### src/rtl/rr_mux_arbiter.sv
// rr_mux_arbiter: four requesters share one WIDTH-bit 4:1 mux feeding a single
// registered output stage. Round-robin arbitration with burst (packet) locking.
//
// Ports:
//   clk        - single clock, rising edge
//   rst_n      - synchronous active-low reset
//   in_valid   - [i] requester i presents a beat
//   in_data    - requester i data at [i*WIDTH +: WIDTH]
//   in_last    - [i] requester i's beat ends its burst
//   in_ready   - [i] requester i's beat accepted this cycle (combinational, one-hot or zero)
//   out_valid  - registered beat available
//   out_data   - registered data
//   out_last   - registered last flag
//   out_src    - index of the requester that supplied the registered beat
//   out_ready  - downstream accepts the registered beat this cycle
module rr_mux_arbiter #(
    parameter int unsigned WIDTH = 4
) (
    input  logic               clk,
    input  logic               rst_n,
    input  logic [3:0]         in_valid,
    input  logic [4*WIDTH-1:0] in_data,
    input  logic [3:0]         in_last,
    output logic [3:0]         in_ready,
    output logic               out_valid,
    output logic [WIDTH-1:0]   out_data,
    output logic               out_last,
    output logic [1:0]         out_src,
    input  logic               out_ready
);

    localparam int unsigned NREQ = 4;
    localparam int unsigned IDXW = 2;

    logic [IDXW-1:0]  ptr_q, ptr_d;
    logic             lock_q, lock_d;
    logic [IDXW-1:0]  lock_id_q, lock_id_d;
    logic             out_valid_q, out_valid_d;
    logic [WIDTH-1:0] out_data_q, out_data_d;
    logic             out_last_q, out_last_d;
    logic [IDXW-1:0]  out_src_q, out_src_d;

    logic [WIDTH-1:0] data_arr [NREQ];
    logic [IDXW-1:0]  cand;
    logic [IDXW-1:0]  idx;
    logic             found;
    logic             load_ok;
    logic             xfer;

    // Split the flat data bus into one word per requester.
    always_comb begin
        for (int i = 0; i < NREQ; i++) begin
            data_arr[i] = in_data[i*WIDTH +: WIDTH];
        end
    end

    // Candidate: burst owner while locked, else first valid from ptr+1 onward.
    // k = NREQ wraps to ptr itself, so the last-granted requester is searched last.
    always_comb begin
        cand  = lock_id_q;
        idx   = '0;
        found = 1'b0;
        if (!lock_q) begin
            cand = ptr_q;
            for (int unsigned k = 1; k <= NREQ; k++) begin
                idx = ptr_q + IDXW'(k);
                if (!found && in_valid[idx]) begin
                    cand  = idx;
                    found = 1'b1;
                end
            end
        end
    end

    // Grant, transfer and next-state for pointer, lock and output register.
    always_comb begin
        load_ok     = ~out_valid_q | out_ready;
        in_ready    = '0;
        ptr_d       = ptr_q;
        lock_d      = lock_q;
        lock_id_d   = lock_id_q;
        out_valid_d = out_valid_q;
        out_data_d  = out_data_q;
        out_last_d  = out_last_q;
        out_src_d   = out_src_q;

        if (rst_n && load_ok && in_valid[cand]) begin
            in_ready[cand] = 1'b1;
        end
        xfer = |in_ready;

        if (xfer) begin
            out_valid_d = 1'b1;
            out_data_d  = data_arr[cand];
            out_last_d  = in_last[cand];
            out_src_d   = cand;
            ptr_d       = cand;
            lock_d      = ~in_last[cand];
            if (!in_last[cand]) begin
                lock_id_d = cand;
            end
        end else if (out_ready) begin
            out_valid_d = 1'b0;
        end
    end

    // State registers; ptr resets to 3 so requester 0 is searched first.
    always_ff @(posedge clk) begin
        if (!rst_n) begin
            ptr_q       <= 2'd3;
            lock_q      <= 1'b0;
            lock_id_q   <= '0;
            out_valid_q <= 1'b0;
            out_data_q  <= '0;
            out_last_q  <= 1'b0;
            out_src_q   <= '0;
        end else begin
            ptr_q       <= ptr_d;
            lock_q      <= lock_d;
            lock_id_q   <= lock_id_d;
            out_valid_q <= out_valid_d;
            out_data_q  <= out_data_d;
            out_last_q  <= out_last_d;
            out_src_q   <= out_src_d;
        end
    end

    assign out_valid = out_valid_q;
    assign out_data  = out_data_q;
    assign out_last  = out_last_q;
    assign out_src   = out_src_q;

endmodule
### config.mk
export PLATFORM = sky130hd
export DESIGN_NAME = rr_mux_arbiter
export DESIGN_NICKNAME = d
export VERILOG_FILES = /design/src/rtl/rr_mux_arbiter.sv
export SDC_FILE = /design/constraint.sdc
export NUM_CORES = 1
export LEC_CHECK = 0
export CAP_MARGIN = 20
export CORE_MARGIN = 3
export CORE_UTILIZATION = 43
export DETAILED_ROUTE_END_ITERATION = 16
export PLACE_DENSITY = 0.8
export SLEW_MARGIN = 0
export SYNTH_ARGS = -nofsm -noshare
export SYNTH_HDL_FRONTEND = slang
export SYNTH_SLANG_ARGS = --single-unit
### constraint.sdc
create_clock -name clk -period 2.5 [get_ports clk]
set_input_delay 0.5 -clock clk [delete_from_list [all_inputs] [get_ports clk]]
set_output_delay 0.5 -clock clk [all_outputs]
set_load 0.05 [all_outputs]
### Word-level counts from Yosys, hierarchy flattened

Index checks and enable logic that the tools add are counted.

* RAM bits: 0
* bits in registers: 13
* word-level logic and storage cells: 64
* ROM bits: 0
* output and inout bits: 12
* bits of input ports: 27
* bits in latches: 0
* memories: 0

* mux-type cells: 31
* $lt $le $gt $ge: 7
* equal/unequal tests: 0
* divide/modulo/power cells: 0
* add/subtract/negate cells: 3
* reductions and logical operators: 12
* bitwise gates (word level): 4
* $mul: 0
* shifts and indexed selects: 0

Operators by type and width (number)
* 2-bit by 3-bit less-than comparator with 1-bit output (second input constant): 5
* 1-bit two-way mux: 15
* 1-bit binary-select mux with 2-bit select: 6
* 4-bit two-way mux: 3
* 2-bit two-way mux: 5
* 4-bit binary-select mux with 2-bit select: 1
* 1-bit logical AND: 6
* 2-bit adder (second input constant): 2
* 4-bit OR reduction: 1
* 3-bit >= comparator (second input constant): 1
* 1-bit zero test: 3
* 2-bit NOT with 3-bit output: 1
* 2-bit by 1-bit adder with 2-bit output (second input constant): 1
* 1-bit demux with 2-bit select: 1
* 2-bit by 1-bit >= comparator with 1-bit output (second input constant): 1
* 1-bit NOT: 2
* 2-bit AND reduction: 1
* 2-bit nonzero test: 1
* 1-bit OR: 1

### Logic depth before layout (Yosys ltp)

Gate-level depths: netlist (run 1).

* depth in word-level cells: 24
* depth in mapped cells: 7
* gate-level depth less buffers: 6

### Worst setup path before layout (run 1)

Ideal clock, no wire load.

* path type: in2out
* start: in in_valid[3]
* end: out in_ready[1]
* arrival time: 2258 ps
* stages: 6
* slack: -258 ps
* buffers on the path: 0
* data required time: 2000 ps
* cells stage by stage: inv_1 maj3_2 a2111o_1 nand2_2 nand4_1 nor2_1

* word-level cells in the longest chain between the ends: 21
* elaborated cells on any way between the ends: 34
* those cells by class: order compare: 2; mux: 24; reduce/logical: 8

Ends and longest elaborated chain
* from (decl): line 21 `input logic [3:0] in_valid,`
* 1-bit binary-select mux with 2-bit select: line 67 `if (!found && in_valid[idx]) begin`
* 1-bit two-way mux (implied by the code): line 67
* 1-bit two-way mux: line 67
* 1-bit two-way mux: line 63 `if (!lock_q) begin`
* 1-bit zero test: line 67
* 1-bit logical AND: line 67
* 1-bit two-way mux: line 67
* 1-bit two-way mux: line 63
* [... 5 more ...]
* 1-bit logical AND: line 67
* 2-bit two-way mux: line 67
* 2-bit two-way mux: line 63
* 2-bit by 3-bit less-than comparator with 1-bit output (implied by the code) or 2-bit by 1-bit >= comparator with 1-bit output (tied branches): line 88 `in_ready[cand] = 1'b1;`
* 1-bit logical AND (implied by the code): line 88
* 1-bit two-way mux (implied by the code): line 88
* 1-bit demux with 2-bit select: line 88
* 4-bit two-way mux *: line 87 `if (rst_n && load_ok && in_valid[cand]) begin`
* to (decl): line 24 `output logic [3:0] in_ready,`

Mark *: on every way between the ends. The rest lies on a longest branch, timed or not. The select of a mux whose other input is x is not followed.

### Final worst setup path (run 1)

* start: in in_valid[3]
* end: out in_ready[2]

The elaborated chain is that of the path after synthesis.

==> results of run 1 <==
## worst min path at each step
stage / startpoint / end
2_1_floorplan: lock_id_q[1] / lock_id_q[1]
3_3_place_gp: out_src[1] / out_src[1]
3_5_place_dp: out_data[3] / out_data[3]
4_1_cts: out_data[3] / out_data[3]
5_1_grt: out_data[3] / out_data[3]
6_report: out_data[1] / out_data[1]
## power by group
group / internal, mW / switching (mW)
clock: 0.0594 / 0.0736
sequential: 0.306 / 0.0808
combinational: 0.834 / 0.976
total: 1.20 / 1.13
## flip-flops by register name, indices dropped and copies added (netlist names)
name,flops
ptr_q,2
out_last,1
lock_id_q,2
out_data,4
lock_q,1
out_src,2
out_valid,1
## logic make-up (layout without fill, tap and decap cells)
kind of cell | count (synthesis) | after routing | share of synthesized area
AOI/OAI and AO/OA | 49 | 49 | 0.3535
adders and majority gates | 1 | 1 | 0.01108
buffers and inverters | 12 | 84 | 0.04433
DFF | 13 | 13 | 0.2562
muxes | 8 | 8 | 0.08005
and+or+nand+nor | 51 | 51 | 0.2549
## metal layers
metal  routed length, µm  track usage
met2                1985       0.5217
met4                 161       0.1245
met3                 356       0.1008
met5                   0            0
met1                1573       0.3498
## worst max-delay path, cell delays in order
cell	delay, ns
buf_2	0.12
buf_6	0.12
nor2b_4	0.12
o31a_1	0.33
nand2_2	0.10
mux2_4	0.31
nand4_1	0.17
nor2_2	0.08
buf_12	0.15
## cells in the final DEF, fill, tap and decap left out, types with 3 or more instances in the layout
cell type,synthesis,final
nand2_2,1,3
nor2_2,1,6
nor2_1,9,4
clkbuf_4,0,3
a22oi_1,4,4
dfxtp_1,13,11
o21ai_0,18,16
nand3_1,13,12
clkdlybuf4s50_1,0,30
nand2b_1,4,4
a211oi_1,4,4
a21oi_1,4,4
inv_1,5,4
nand2_1,10,8
buf_12,0,4
mux2i_1,7,7
buf_4,0,35
## final cells by class
type / count / area, µm² / area share
clock buffer: 3 / 22.52 / 0.01236
clock inverter: 1 / 5.005 / 0.002747
inverter: 5 / 18.77 / 0.01030
multi-input combinational: 109 / 780.7 / 0.4286
sequential: 13 / 267.8 / 0.1470
tap: 27 / 33.78 / 0.01854
timing repair buffer: 75 / 693.2 / 0.3805
## metrics by stage
stage,area (µm²),setup WS (ns),setup TNS (ns)
detailed placement,1667,-0.4241,-5.523
CTS,1790,0.006143,0
finish,1822,0.006364,0
floorplan,1021,-0.07279,-0.2472
global route,1822,-0.05531,-0.1974
global placement,1667,-0.3820,-4.241
## timing repair
item | in CTS | in global routing
setup endpoints to repair | 12 | 4
pin swaps | 12 | 6
gates resized for setup | 28 | 8
setup buffers | 6 | 2
==> reports/metrics.cfg, run 1 <==
[floorplan]
dieArea_um2 = 2982
ios = 39
core_um2 = 2102
initial_utilization = 0.4833
die_w_um = 54.61
core.rowCount = 16
die_height_um = 54.61

[drt]
ant_nets = 0
routed_via_density = 6.009
wl_per_cell_um = 17.49
routed_wl_mm = 4.075
route.detailed.drc = 0
first_iter_violations = 76
routed-via-count = 1400
firstDrtPassIters = 4

[synthesis]
synth_edf_count = 0
ys_ff_latch = 13
syn_area_per_cell_um2 = 7.582
ys_top_cells_by_count = o21ai_0 (18), dfxtp_1 (13), nand3_1 (13)
syn-num-nets = 161
async_reset_ff_frac = 0
synth_most_common_cell = o21ai_0
post-synth-top-area-cell = dfxtp_1
yosys_most_used_dff = dfxtp_1
syn-instance-count = 134
synth.yosys.seq_area_share = 0.2562
synthesis.area_um2 = 1016
synth_area_leaders = dfxtp_1 (26%), o21ai_0 (8.9%), mux2i_1 (6.9%)
ys_types = 42
yosys.area.top_type_share = 0.2562
yosys_warnings = 0

[worst_setup_path]
worstSetupPathType = input port to primary output
worstSetupEndpoint = in_ready[2]
crit_arrival_ns = 1.99
timing.reg2reg.setup_slack_ns = 0.28
end_kind = primary output
cp.required_ns = 2.00
r2r_start = ptr_q[1]
rr_worst_depth = 7
rr_endpoint = out_last
cp_max_fo = 3
critPathLaunch = in_valid[3]
critPathLaunchType = input port

[timing]
grt_setup_unrepaired = yes
holdWs_ns = 0.4789
fin_crit_sh = 0.9975
max_slew_margin = 0.6310
setup_viol = 0
worstMarginPinSlew_ns = 0.5519
slew_violations = 0
clock.fmax_ghz = 0.4010
skew_ns = 0.006182
fin_crit_ns = 2.494
final_hold_viol_count = 0

[hold_path]
hp-class = register to register
hold_depth = 2

[global_route]
grt_pass1_vias = 1389
grt.total_usage = 0.3074
antenna_found_initial = 0
grt_max_degree = 15
grt_pass1_wl_mm = 6.513
grt_overflow = 0

[placement]
globalplace.congestion = 0.9281
dpl.cell_count = 221
hpwlAfterDp_mm = 2.893
portBuffers = 38

[cells_and_area]
fin_cells = 233
diodes = 0
drive_gt1_frac = 0.3641
nFillCells = 126
syn_to_final_growth_pct = 79.31
fin_nets = 234
final_util = 0.8667

[clock_network]
cts_buffers = 3
h-tree-depth = 1
clockBufferDepth = 2
clkSinkCount = 13
hold_buffers = 0
clock-root-buffer = clkbuf_4
insertion_delay_ns = 0.28
cts_tree = yes
clkTransAtPathRegs_ns = 0.09

[outcome]
status = complete, no violations

[power_and_ir_drop]
p_leak_nw = 0.7541
power_mw = 2.330
peakVddDrop_v = 0.001095
powerDensity_nw_per_um2 = 1279

[job]
maxCapViolCount = 0

No activity file was read; power rests on OpenSTA's default activity.
==> run 2, diff against run 1 <==
--- a/config.mk
+++ b/config.mk
@@ -6,10 +6,10 @@
 export NUM_CORES = 1
 export LEC_CHECK = 0
 export CAP_MARGIN = 20
-export CORE_MARGIN = 3
-export CORE_UTILIZATION = 43
+export CORE_UTILIZATION = 45
 export DETAILED_ROUTE_END_ITERATION = 16
-export PLACE_DENSITY = 0.8
+export DONT_BUFFER_PORTS = 1
+export PLACE_DENSITY = 0.61
 export SLEW_MARGIN = 0
 export SYNTH_ARGS = -nofsm -noshare
 export SYNTH_HDL_FRONTEND = slang
==> run 2 against run 1 <==
Compared with the run above:
- clock power is 5% lower
- maximum frequency is 1.8% higher
- sequential share of layout area up 7.5 points
==> reports/metrics.cfg, run 2 (synthesized netlist as in run 1, its figures left out) <==
[outcome]
status = complete, no violations

[placement]
portBuffers = 0
dpl.cell_count = 167
dpl_worst_slack_ns = 0.1212
globalplace.congestion = 0.9319
hpwlAfterDp_mm = 2.090
place_area_um2 = 1151

[timing]
fin_ws_ns = 0.05050
fin_setup_tns_ns = 0
worstMarginPinSlew_ns = 0.5536
clock.fmax_ghz = 0.4082
slew_violations = 0
fin_crit_ns = 2.450
max_slew_margin = 0.6298
setup_viol = 0
holdWs_ns = 0.3679
fin_crit_sh = 0.9798
skew_ns = 0.002013
final_hold_viol_count = 0

[cells_and_area]
drive_gt1_frac = 0.2552
syn_to_final_growth_pct = 19.33
fin_nets = 173
final_common_cell = o21ai_0
final_cell_area_um2 = 1212
final_util = 0.5938
nFillCells = 194
diodes = 0
final_cell_mix = o21ai_0 (17), nand3_1 (13), buf_4 (12)
largest_reg_flops = 4
fin_cells = 172

[clock_network]
cts_buffers = 3
insertion_delay_ns = 0.27
cts_tree = yes
clkSinkCount = 13
h-tree-depth = 1
clkTransAtPathRegs_ns = 0.08
clock-root-buffer = clkbuf_4
clockBufferDepth = 2

[floorplan]
ios = 39
initial_utilization = 0.4975
die_w_um = 49.52
core_um2 = 2042
dieArea_um2 = 2452
core.rowCount = 16
die_height_um = 49.52

[worst_setup_path]
crit_chain = maj3_2 -> a2111o_1 -> nand2_2 -> nand4_1 -> nor2_2 -> buf_12
worstSetupPathType = register to primary output
slowest_delay_ns = 0.42
cp_slowest_cell = a2111o_1
cp.required_ns = 2.00
crit_arrival_ns = 1.95
cp_max_fo = 6
end_kind = primary output
critPathLaunchType = register

[power_and_ir_drop]
p_leak_nw = 0.4703
powerDensity_nw_per_um2 = 1478
peakVddDrop_v = 0.0008675
power_mw = 1.792

[job]
maxCapViolCount = 0

[drt]
routed_via_density = 6.227
firstDrtPassIters = 4
route.detailed.drc = 0
ant_nets = 0
routed_wl_mm = 2.675
routed-via-count = 1071
first_iter_violations = 38
wl_per_cell_um = 15.55

[global_route]
grt_max_degree = 17
antenna_found_initial = 0
grt_overflow = 0
grt_pass1_vias = 953
grt.total_usage = 0.2296
grt_pass1_wl_mm = 4.298

[hold_path]
hp-class = input port to register

## run 2: cell count changes in the layout (fill, tap and decap cells not counted), moves of 3 or more
cell / delta
clkdlybuf4s50_1: -30
nor2_2: -3
buf_4: -23
nor2_1: +3
## run 2: power by group
part | internal, mW | total (mW) | switching [mW] | leakage (nW)
clock network | 0.0618 | 0.127 | 0.0653 | 0.0150
registers | 0.307 | 0.544 | 0.237 | 0.108
logic | 0.499 | 1.12 | 0.622 | 0.348
total | 0.867 | 1.79 | 0.925 | 0.470
## run 2: final cells by class
cell class                      count  area, µm²  share of cell area
Tap cell                           27      33.78             0.02786
Multi-Input combinational cell    109      734.5              0.6058
Inverter                            5      18.77             0.01548
Timing Repair Buffer               14      130.1              0.1073
Sequential cell                    13      269.0              0.2219
Clock buffer                        4      26.28             0.02167
## run 2: what timing repair did
action	CTS	global route
hold endpoints to repair	0	0
pin swaps	2	3
endpoints found under the setup margin	4	4
resized for setup	4	8
hold buffers	0	0
setup buffers	0	1
## run 2: routing by layer
| layer | wire [µm] | share of wire | track usage |
|---|---|---|---|
| met1 | 1079 | 0.40 | 0.2917 |
| met4 | 12 | 0.0045 | 0.03810 |
| met5 | 0 | 0 | 0 |
| met2 | 1309 | 0.49 | 0.3904 |
| met3 | 273 | 0.10 | 0.06481 |
## run 2: path summary, 6_finish.rpt
kind                     start            to  slack [ns]  cells after the start
setup reg to reg        lock_q      ptr_q[1]        0.43                      6
hold reg to reg   lock_id_q[1]  lock_id_q[1]        0.46                      2
hold / removal           rst_n  lock_id_q[1]        0.37                      2
setup / recovery      ptr_q[0]   in_ready[3]        0.05                      6
## run 2: critical path, delay by kind of cell (launching register included)
family,cells,cell delay (ns)
AOI/OAI and AO/OA,1,0.42
adders and majority gates,1,0.33
buffers and inverters,1,0.15
DFF,1,0.37
and+or+nand+nor,3,0.40
